$ cat src/rtl/digital_lock_n.sv
// Parametrised N-key digital lock: synchronised and debounced keypad, code entry
// with timeout, reprogrammable code, retry counting with lockout. Single clock domain.
module digital_lock_n #(
    parameter int NUM_KEYS      = 4,
    parameter int CODE_LEN      = 4,
    parameter logic [CODE_LEN*$clog2(NUM_KEYS)-1:0] DEFAULT_CODE = 8'b00_01_10_11,
    parameter int CLK_DIV       = 262144,
    parameter int DEB_TICKS     = 3,
    parameter int TIMEOUT_TICKS = 950,
    parameter int OPEN_TICKS    = 570,
    parameter int FAIL_TICKS    = 190,
    parameter int MAX_TRIES     = 3,
    parameter int LOCKOUT_TICKS = 5700
) (
    input  logic                            mClk,
    input  logic                            Reset,
    input  logic [NUM_KEYS-1:0]             keys,
    input  logic                            prog,
    output logic                            correct,
    output logic                            incorrect,
    output logic                            locked_out,
    output logic [$clog2(CODE_LEN+1)-1:0]   digit_cnt
);

    localparam int KW    = $clog2(NUM_KEYS);
    localparam int CW    = CODE_LEN * KW;
    localparam int DCW   = $clog2(CODE_LEN + 1);
    localparam int DIVW  = $clog2(CLK_DIV);
    localparam int DEBW  = $clog2(DEB_TICKS + 1);
    localparam int FW    = $clog2(MAX_TRIES + 1);
    localparam int T_AB  = (TIMEOUT_TICKS > OPEN_TICKS) ? TIMEOUT_TICKS : OPEN_TICKS;
    localparam int T_CD  = (FAIL_TICKS > LOCKOUT_TICKS) ? FAIL_TICKS : LOCKOUT_TICKS;
    localparam int T_MAX = (T_AB > T_CD) ? T_AB : T_CD;
    localparam int TW    = $clog2(T_MAX + 1);

    localparam logic [2:0] S_IDLE    = 3'd0;
    localparam logic [2:0] S_ENTRY   = 3'd1;
    localparam logic [2:0] S_CHECK   = 3'd2;
    localparam logic [2:0] S_OPEN    = 3'd3;
    localparam logic [2:0] S_PROGRAM = 3'd4;
    localparam logic [2:0] S_FAIL    = 3'd5;
    localparam logic [2:0] S_LOCKOUT = 3'd6;

    logic [NUM_KEYS-1:0] r_sync1, r_sync2, r_deb, r_deb_prev;
    logic [DEBW-1:0]     r_deb_cnt [NUM_KEYS];
    logic [DIVW-1:0]     r_div;
    logic [2:0]          r_state, w_state_nx;
    logic [CW-1:0]       r_entry, w_entry_nx, r_code, w_code_nx, w_entry_shift;
    logic [DCW-1:0]      r_digit_cnt, w_cnt_nx;
    logic [FW-1:0]       r_fail_cnt, w_fail_nx;
    logic [TW-1:0]       r_timer;
    logic                r_correct, r_incorrect, r_locked_out;
    logic                w_tick, w_onehot, w_event, w_timeout, w_timer_clr;
    logic [KW-1:0]       w_digit;

    // NOTE: sequential state uses non-blocking (<=) so every flop samples pre-edge values.
    always_ff @(posedge mClk or negedge Reset) begin
        if (!Reset) begin
            r_sync1 <= '0;
            r_sync2 <= '0;
            r_div   <= '0;
        end else begin
            r_sync1 <= keys;
            r_sync2 <= r_sync1;
            r_div   <= (r_div == DIVW'(CLK_DIV - 1)) ? '0 : r_div + 1'b1;
        end
    end

    assign w_tick = (r_div == DIVW'(CLK_DIV - 1));

    // A key level flips only after DEB_TICKS consecutive tick samples disagree with it.
    always_ff @(posedge mClk or negedge Reset) begin
        if (!Reset) begin
            r_deb      <= '0;
            r_deb_prev <= '0;
            for (int k = 0; k < NUM_KEYS; k++) r_deb_cnt[k] <= '0;
        end else begin
            r_deb_prev <= r_deb;
            if (w_tick) begin
                for (int k = 0; k < NUM_KEYS; k++) begin
                    if (r_sync2[k] == r_deb[k]) begin
                        r_deb_cnt[k] <= '0;
                    end else if (r_deb_cnt[k] == DEBW'(DEB_TICKS - 1)) begin
                        r_deb[k]     <= ~r_deb[k];
                        r_deb_cnt[k] <= '0;
                    end else begin
                        r_deb_cnt[k] <= r_deb_cnt[k] + 1'b1;
                    end
                end
            end
        end
    end

    assign w_onehot = (r_deb != '0) && ((r_deb & (r_deb - 1'b1)) == '0);
    assign w_event  = (r_deb_prev == '0) && w_onehot;

    // NOTE: every always_comb output gets a default first, so no latch is inferred.
    always_comb begin
        w_digit = '0;
        for (int k = 0; k < NUM_KEYS; k++) begin
            if (r_deb[k]) w_digit = KW'(k);
        end
    end

    if (CODE_LEN == 1) begin : g_one_digit
        assign w_entry_shift = w_digit;
    end else begin : g_multi_digit
        assign w_entry_shift = {r_entry[CW-KW-1:0], w_digit};
    end

    assign w_timeout = w_tick && (r_timer == TW'(TIMEOUT_TICKS - 1));

    always_comb begin
        w_state_nx  = r_state;
        w_entry_nx  = r_entry;
        w_code_nx   = r_code;
        w_cnt_nx    = r_digit_cnt;
        w_fail_nx   = r_fail_cnt;
        w_timer_clr = 1'b0;
        case (r_state)
            S_IDLE: begin
                if (w_event) begin
                    w_entry_nx = w_entry_shift;
                    w_cnt_nx   = DCW'(1);
                    w_state_nx = (CODE_LEN == 1) ? S_CHECK : S_ENTRY;
                end
            end
            S_ENTRY: begin
                if (w_event) begin
                    w_entry_nx  = w_entry_shift;
                    w_cnt_nx    = r_digit_cnt + 1'b1;
                    w_timer_clr = 1'b1;
                    if (r_digit_cnt == DCW'(CODE_LEN - 1)) w_state_nx = S_CHECK;
                end else if (w_timeout) begin
                    w_cnt_nx   = '0;
                    w_state_nx = S_IDLE;
                end
            end
            S_CHECK: begin
                w_cnt_nx = '0;
                if (r_entry == r_code) begin
                    w_fail_nx  = '0;
                    w_state_nx = S_OPEN;
                end else if (r_fail_cnt >= FW'(MAX_TRIES - 1)) begin
                    w_fail_nx  = FW'(MAX_TRIES);
                    w_state_nx = S_LOCKOUT;
                end else begin
                    w_fail_nx  = r_fail_cnt + 1'b1;
                    w_state_nx = S_FAIL;
                end
            end
            S_OPEN: begin
                if (prog) begin
                    w_state_nx = S_PROGRAM;
                end else if (w_tick && r_timer == TW'(OPEN_TICKS - 1)) begin
                    w_state_nx = S_IDLE;
                end
            end
            S_PROGRAM: begin
                // The full new code is committed one cycle after its last digit.
                if (r_digit_cnt == DCW'(CODE_LEN)) begin
                    w_code_nx  = r_entry;
                    w_cnt_nx   = '0;
                    w_state_nx = S_IDLE;
                end else if (w_event) begin
                    w_entry_nx  = w_entry_shift;
                    w_cnt_nx    = r_digit_cnt + 1'b1;
                    w_timer_clr = 1'b1;
                end else if (w_timeout) begin
                    w_cnt_nx   = '0;
                    w_state_nx = S_IDLE;
                end
            end
            S_FAIL: begin
                if (w_tick && r_timer == TW'(FAIL_TICKS - 1)) w_state_nx = S_IDLE;
            end
            S_LOCKOUT: begin
                if (w_tick && r_timer == TW'(LOCKOUT_TICKS - 1)) begin
                    w_fail_nx  = '0;
                    w_state_nx = S_IDLE;
                end
            end
            default: w_state_nx = S_IDLE;
        endcase
    end

    // Outputs are registered from the next state so they track the state register exactly.
    always_ff @(posedge mClk or negedge Reset) begin
        if (!Reset) begin
            r_state      <= S_IDLE;
            r_entry      <= '0;
            r_code       <= DEFAULT_CODE;
            r_digit_cnt  <= '0;
            r_fail_cnt   <= '0;
            r_timer      <= '0;
            r_correct    <= 1'b0;
            r_incorrect  <= 1'b0;
            r_locked_out <= 1'b0;
        end else begin
            r_state      <= w_state_nx;
            r_entry      <= w_entry_nx;
            r_code       <= w_code_nx;
            r_digit_cnt  <= w_cnt_nx;
            r_fail_cnt   <= w_fail_nx;
            if (w_state_nx != r_state || w_timer_clr) r_timer <= '0;
            else if (w_tick)                          r_timer <= r_timer + 1'b1;
            r_correct    <= (w_state_nx == S_OPEN) || (w_state_nx == S_PROGRAM);
            r_incorrect  <= (w_state_nx == S_FAIL) || (w_state_nx == S_LOCKOUT);
            r_locked_out <= (w_state_nx == S_LOCKOUT);
        end
    end

    assign correct    = r_correct;
    assign incorrect  = r_incorrect;
    assign locked_out = r_locked_out;
    assign digit_cnt  = r_digit_cnt;

endmodule

$ cat config.mk
export PLATFORM = sky130hd
export DESIGN_NAME = digital_lock_n
export DESIGN_NICKNAME = d
export VERILOG_FILES = /design/src/rtl/digital_lock_n.sv
export SDC_FILE = /design/constraint.sdc
export NUM_CORES = 1
export LEC_CHECK = 0
export ABC_AREA = 1
export CAP_MARGIN = 30
export CORE_ASPECT_RATIO = 1.2
export CORE_UTILIZATION = 50
export CTS_BUF_LIST = sky130_fd_sc_hd__clkbuf_4 sky130_fd_sc_hd__clkbuf_8
export DETAILED_ROUTE_END_ITERATION = 8
export PLACE_DENSITY_LB_ADDON = 0.12
export SLEW_MARGIN = 30
export SYNTH_ARGS = -nofsm -noshare
export SYNTH_HDL_FRONTEND = slang
export SYNTH_SLANG_ARGS = --single-unit
$ cat constraint.sdc
create_clock -name mClk -period 2.4 [get_ports mClk]
set_clock_uncertainty 0.15 [all_clocks]
set_input_delay 0.24 -clock mClk [delete_from_list [all_inputs] [get_ports mClk]]
set_output_delay 0.24 -clock mClk [all_outputs]
set_load 0.05 [all_outputs]
==> reports/metrics.yaml, run 1 <==
wl_um: 7670
layout-drive-gt1-share_pct: 11.2
num_vias: 3239
post-route-period-util_pct: 95.6
crit_path_max_incr_delay_ns: 0.38
worstReg2RegStart: "r_div[0]"
port_buffers: 12
synthTopCellsByArea: "dfrtp_1 48%, nand2_1 11%, inv_1 7.8%"
yosysMostFrequentCell: "nand2_1"
yosys-top-cells-count: "115 x nand2_1, 85 x inv_1, 78 x dfrtp_1"
final_area_sq_um: 4670
dpl_cell_area_sq_um: 4340
syn-cell-area_sq_um: 4080
slew_headroom_pct: 65.2
synthFlopType: "dfrtp_1"
worst_r2r_endpoint: "r_timer[4]"
ys_ff_latch: 82
dr.pass1.iters: 6
wire_per_inst_um: 12.1
synth_cells: 506
dr.first_iter.drc_count: 165
yosysSeqAreaShare_pct: 50.4
p_sw_mw: 0.568
root_buffer: "clkbuf_8"
die-area_sq_um: 8530
synth_area_leader_cell: "dfrtp_1"
ioPinCount: 13
min_path_type: "in2reg"
seqPwrFrac_pct: 56.3
nets: 552
num-fill-cells: 701
syn_nets: 519
power.share.clock_pct: 41.9
antenna_found_initial: 0
path_max_fanout: 7
h-tree-depth: 3
r2r_slack_ns: 0.11
clock_latency_ns: 0.35
die-width_um: 84.5
hold_violations: 0
tightest_slew_ns: 0.520
synth.avg_cell_area_sq_um: 8.06
synth_warnings: 0
crit_required_ns: 2.50
hold-path-endpoint: "r_sync1[3]"
synth_top_area_share_pct: 47.8
worstSetupPathType: "reg2reg"
cts_made_buffers: 9
area_growth_pct: 14.5
die_h_um: 101
track_usage_pct: 18.9
p_comb_share_pct: 1.7
synth_edf_count: 0
run_status: "finished, violations left"
grt_pass1_wl_um: 12700
fp-row-count: 35
grt_max_degree: 83
cp-end-kind: "register"
ir_drop_mv: 0.305
critPathLaunchType: "register"
layoutNonFillerInstCount: 636
slew_violations: 0
cts_tree: "yes"
rr_worst_depth: 10
critPathLaunch: "r_div[0]"
hold_depth: 1
p_int_mw: 1.90
sw_frac_of_total_pct: 23.0
clockBufferDepth: 2
worstHoldStart: "keys[3]"
finalCriticalPeriod_ns: 2.29
drc: 4
fmax_mhz: 436
place_hpwl_um: 5170
clk_pin_slew_ns: 0.09
p_leak_nw: 2.32
start_util_pct: 52.3
gp_congestion: 0.854
num_antenna_cells: 0
crit_chain: "ha_1 -> nand2_1 -> nor2_4 -> nand3_4 -> nor3_4 -> nand2_1 -> nand3_2 -> nand4_1 -> nand3_4 -> nor2_1"
timing.critical_path.arrival_ns: 2.39
violations: "design-rule violations"
cpMaxStageDelayCell: "dfrtp_1"
grt_pass1_vias: 3006
drtAntennaViolNets: 0
dp_cells: 609
grt-ovfl-total: 0
viasPerCell: 5.09
postSynth.asyncResetShare_pct: 100
power_density_nw_per_um2: 528
design.core.area_sq_um: 7790
setup_viol: 0
holdWs_ns: 0.164
cap_violations: 0
ys_types: 31
cts_sinks: 82
## final cells by class
type	count	area, sq um	share of cell area [%]
clock buffer	9	124	2.65
sequential	82	2060	44.0
multi-input combinational	331	1720	36.7
tap	92	115	2.46
timing repair buffer	27	245	5.25
clock inverter	7	83.8	1.79
inverter	88	330	7.07
## power by group through the flow
stage	sequential [mW]	combinational (mW)	clock [mW]
5_1_grt	1.39	0.0507	1.12
4_1_cts	1.39	0.0454	1.07
2_1_floorplan	1.42	0.00285	0
3_5_place_dp	1.42	0.0442	0
3_3_place_gp	1.42	0.0438	0
6_report	1.39	0.0431	1.03
## worst max-delay path: cells and delay by family, from the launching register on
family / cells / cell delay [ns]
DFF: 1 / 0.38
and+or+nand+nor: 9 / 1.45
adders and majority gates: 1 / 0.19
## per-layer routing
metal	vias to the layer above	routed length, um	GRT usage, %
met5	-	0	0
met4	0	123	8.60
met3	10	230	2.78
met2	41	3790	33.0
met1	1535	3530	23.3
li1	1653	-	-
## worst max path at each step
| stage | depth (start not counted) | endpoint |
|---|---|---|
| after global placement | 12 | r_timer[8] |
| after detailed placement | 12 | r_timer[10] |
| final | 10 | r_timer[4] |
| after CTS | 12 | r_timer[4] |
| after floorplan | 7 | r_entry[0] |
| after global routing | 10 | r_timer[11] |
## cell families (layout without fill, tap and decap cells)
family,after synthesis,in the layout,synth area share (%)
AOI/OAI and AO/OA,62,62,8.25
xor gates and xnor gates,23,23,4.94
and+or+nand+nor,239,240,25.8
DFF,82,82,50.4
adders and majority gates,6,6,1.84
buffers and inverters,94,131,8.74
## sequential cells by signal, indices dropped and copies added, names as in the netlist, 2 cells and up
name	cells
r_deb_prev	4
r_deb_cnt	8
r_deb	4
r_state	3
r_sync2	4
r_timer	13
digit_cnt	3
r_entry	8
r_div	18
r_code	8
r_fail_cnt	2
r_sync1	4
## cells in the final DEF, fill, tap and decap left out, types with 2 or more instances in the layout
master and instances:
inv_6 2, clkdlybuf4s50_1 11, nand3_2 2, or2_2 3
buf_4 14, clkinv_4 2, nor3_1 8, o22ai_1 7
nor2_4 5, o21ai_0 35, nor2_2 3, dfstp_2 4
nor2_1 58, xor2_1 17, a22oi_1 2, xnor2_1 6
nand3_4 3, inv_1 85, nand4_1 6, nand2_1 113
inv_2 3, nand3_1 32, ha_1 6, a21oi_1 12
dfrtp_1 78, clkbuf_8 9, nand2_2 5
## repair_timing
item                                   in CTS  in global routing
hold buffers                                1                  0
setup endpoints to repair                   0                 14
setup buffers                               0                  9
resized for setup                           0                  9
endpoints found under the hold margin      78                  0
## through the flow
stage	TNS (ns)	setup slack, ns	total power, mW	utilization, %
final	0	0.106	2.47	59.9
after global routing	-0.125	-0.0221	2.56	59.9
after CTS	0	0.107	2.51	58.4
after detailed placement	0	0.121	1.46	55.6
after global placement	0	0.229	1.46	55.6
after floorplan	0	0.242	1.42	-
Power figures use the tool's default switching activity.
==> run 2, diff against run 1 <==
- clock period: 2.4 -> 2.3 ns (I/O delays scaled with it)
==> run 2 against run 1 <==
Against the previous run: the run still ends with design-rule violations left; die area did not move; utilization up 0.71 points; cell count grew 0.47%; sequential share of layout area decreased by 0.49 points; via count is 2.2% lower; combinational power rose by 4%; critical path depth is 1 higher; fmax is 5.2% higher; largest cell class unchanged.
==> reports/metrics.yaml, run 2 (synthesis results as in run 1) <==
run_status: "finished, violations left"  # unchanged
violations: "design-rule violations"  # unchanged
mostFrequentLayoutCell: "nand2_1"  # unchanged
cpMaxStageDelayCell: "dfrtp_1"  # unchanged
slew_violations: 0  # unchanged
post-route-period-util_pct: 94.8  # was 95.6%
track_usage_pct: 19.5  # was 18.9%
critPathLaunchType: "register"  # unchanged
crit_path_max_incr_delay_ns: 0.38  # about the same
clock_latency_ns: 0.36  # was 0.35 ns
cp_top_family: "simple AND/OR/NAND/NOR gates"  # unchanged
antenna_found_initial: 0  # unchanged
setup_viol: 0  # unchanged
top_register: "r_div"  # unchanged
num_antenna_cells: 0  # unchanged
place_hpwl_um: 5300  # was 5170 um
grt_pass1_wl_um: 13200  # was 12700 um
gp_congestion: 0.868  # was 0.854
crit_chain: "ha_2 -> nand2_2 -> nor2_4 -> nand3_4 -> nor3_4 -> buf_4 -> buf_4 -> nand2_1 -> inv_1 -> nand3_1 -> xor2_1"  # was ha_1 -> nand2_1 -> nor2_4 -> nand3_4 -> nor3_4 -> nand2_1 -> nand3_2 -> nand4_1 -> nand3_4 -> nor2_1
layout-drive-gt1-share_pct: 12.4  # was 11.2%
final_cell_mix: "111 x nand2_1, 85 x inv_1, 77 x dfrtp_1"  # was 113 x nand2_1, 85 x inv_1, 78 x dfrtp_1
top_layer_used: "met4"  # unchanged
pre_cts_slack_ns: 0.0790  # was 0.121 ns
timing.critical_path.arrival_ns: 2.28  # was 2.39 ns
crit_required_ns: 2.40  # was 2.50 ns
die-area_sq_um: 8530  # unchanged
cap_violations: 0  # unchanged
route.met3.wl_um: 202  # was 230 um
tns_ns: 0  # unchanged
finalCriticalPeriod_ns: 2.18  # was 2.29 ns
num_vias: 3168  # was 3239
dr.pass1.iters: 6  # unchanged
fp-row-count: 35  # unchanged
worstSetupPathType: "reg2reg"  # unchanged
tightest_slew_ns: 0.542  # was 0.520 ns
path_max_fanout: 19  # was 7
min_path_type: "in2reg"  # unchanged
h-tree-depth: 3  # unchanged
viasPerCell: 4.96  # was 5.09
wl_met2_um: 3700  # was 3790 um
largest_reg_flops: 18  # unchanged
met1Wirelength_um: 3550  # was 3530 um
wl_um: 7560  # was 7670 um
cp_num_buf_inv: 3  # was 0
nets: 555  # was 552
hold_violations: 0  # unchanged
power_density_nw_per_um2: 545  # was 528 nW/um^2
cts_made_buffers: 9  # unchanged
drc: 2  # was 4
area_growth_pct: 15.9  # was 14.5%
layout_setup_ws_ns: 0.120  # was 0.106 ns
dpl_cell_area_sq_um: 4370  # was 4340 sq um
fmax_mhz: 459  # was 436 MHz
power_mw: 2.57  # was 2.47 mW
ioPinCount: 13  # unchanged
final_area_sq_um: 4730  # was 4670 sq um
port_buffers: 12  # unchanged
die_h_um: 101  # unchanged
cts_sinks: 82  # unchanged
rsz0062_at_grt: "yes"
design.core.area_sq_um: 7790  # unchanged
cp-end-kind: "register"  # unchanged
cts_tree: "yes"  # unchanged
root_buffer: "clkbuf_8"  # unchanged
wire_per_inst_um: 11.8  # was 12.1 um
start_util_pct: 52.3  # unchanged
ir_drop_mv: 0.338  # was 0.305 mV
die-width_um: 84.5  # unchanged
dr.first_iter.drc_count: 153  # was 165
p_leak_nw: 2.36  # was 2.32 nW
cpMostUsedCell: "buf_4"
clk_pin_slew_ns: 0.09  # about the same
drtAntennaViolNets: 0  # unchanged
slew_headroom_pct: 63.8  # was 65.2%
grt_max_degree: 43  # was 83
grt-ovfl-total: 0  # unchanged
grt_pass1_vias: 3101  # was 3006
num-fill-cells: 669  # was 701
clockBufferDepth: 2  # unchanged
top_regs: "r_div (18), r_timer (13)"  # unchanged
==> run 2: power breakdown <==
group / internal [mW] / switching (mW)
logic: 0.0143 / 0.0305
registers: 1.45 / 0.00272
clock network: 0.520 / 0.559
total: 1.98 / 0.592
==> run 2: final timing paths <==
check / cells past startpoint / slack (ns) / endpoint / start
hold reg to reg: 0 / 0.20 / r_sync2[1] / r_sync1[1]
min in group asynchronous: 2 / 0.23 / r_timer[5] / Reset
hold / removal: 1 / 0.15 / r_sync1[3] / keys[3]
setup / recovery: 11 / 0.12 / r_deb[2] / r_div[0]
setup reg to reg: 11 / 0.12 / r_deb[2] / r_div[0]
max in group asynchronous: 3 / 1.11 / r_code[1] / Reset
==> run 2: through the flow <==
stage	cells	hold slack [ns]	utilization [%]
after floorplan	506	-0.216	-
after global placement	613	0.0987	56.0
after detailed placement	613	0.104	56.0
after CTS	630	0.141	58.8
after global routing	639	0.130	60.6
final	639	0.151	60.6
==> run 2: area by class of cell <==
type / count / area (sq um) / share of cell area, %
multi-input combinational: 331 / 1740 / 36.9
tap: 92 / 115 / 2.44
timing repair buffer: 30 / 272 / 5.74
clock buffer: 9 / 124 / 2.62
clock inverter: 7 / 83.8 / 1.77
sequential: 82 / 2060 / 43.5
inverter: 88 / 330 / 6.99
==> run 2: layer usage <==
metal,vias to the layer above,global-route usage (%)
met5,-,0
met4,0,8.08
met3,12,3.93
met2,34,32.8
met1,1465,24.8
li1,1657,-
==> run 2: timing repair <==
action | in CTS | in global routing
hold buffers | 1 | 0
setup endpoints to repair | 0 | 17
resized for setup | 0 | 18
hold endpoints to repair | 40 | 0
setup buffers | 0 | 8
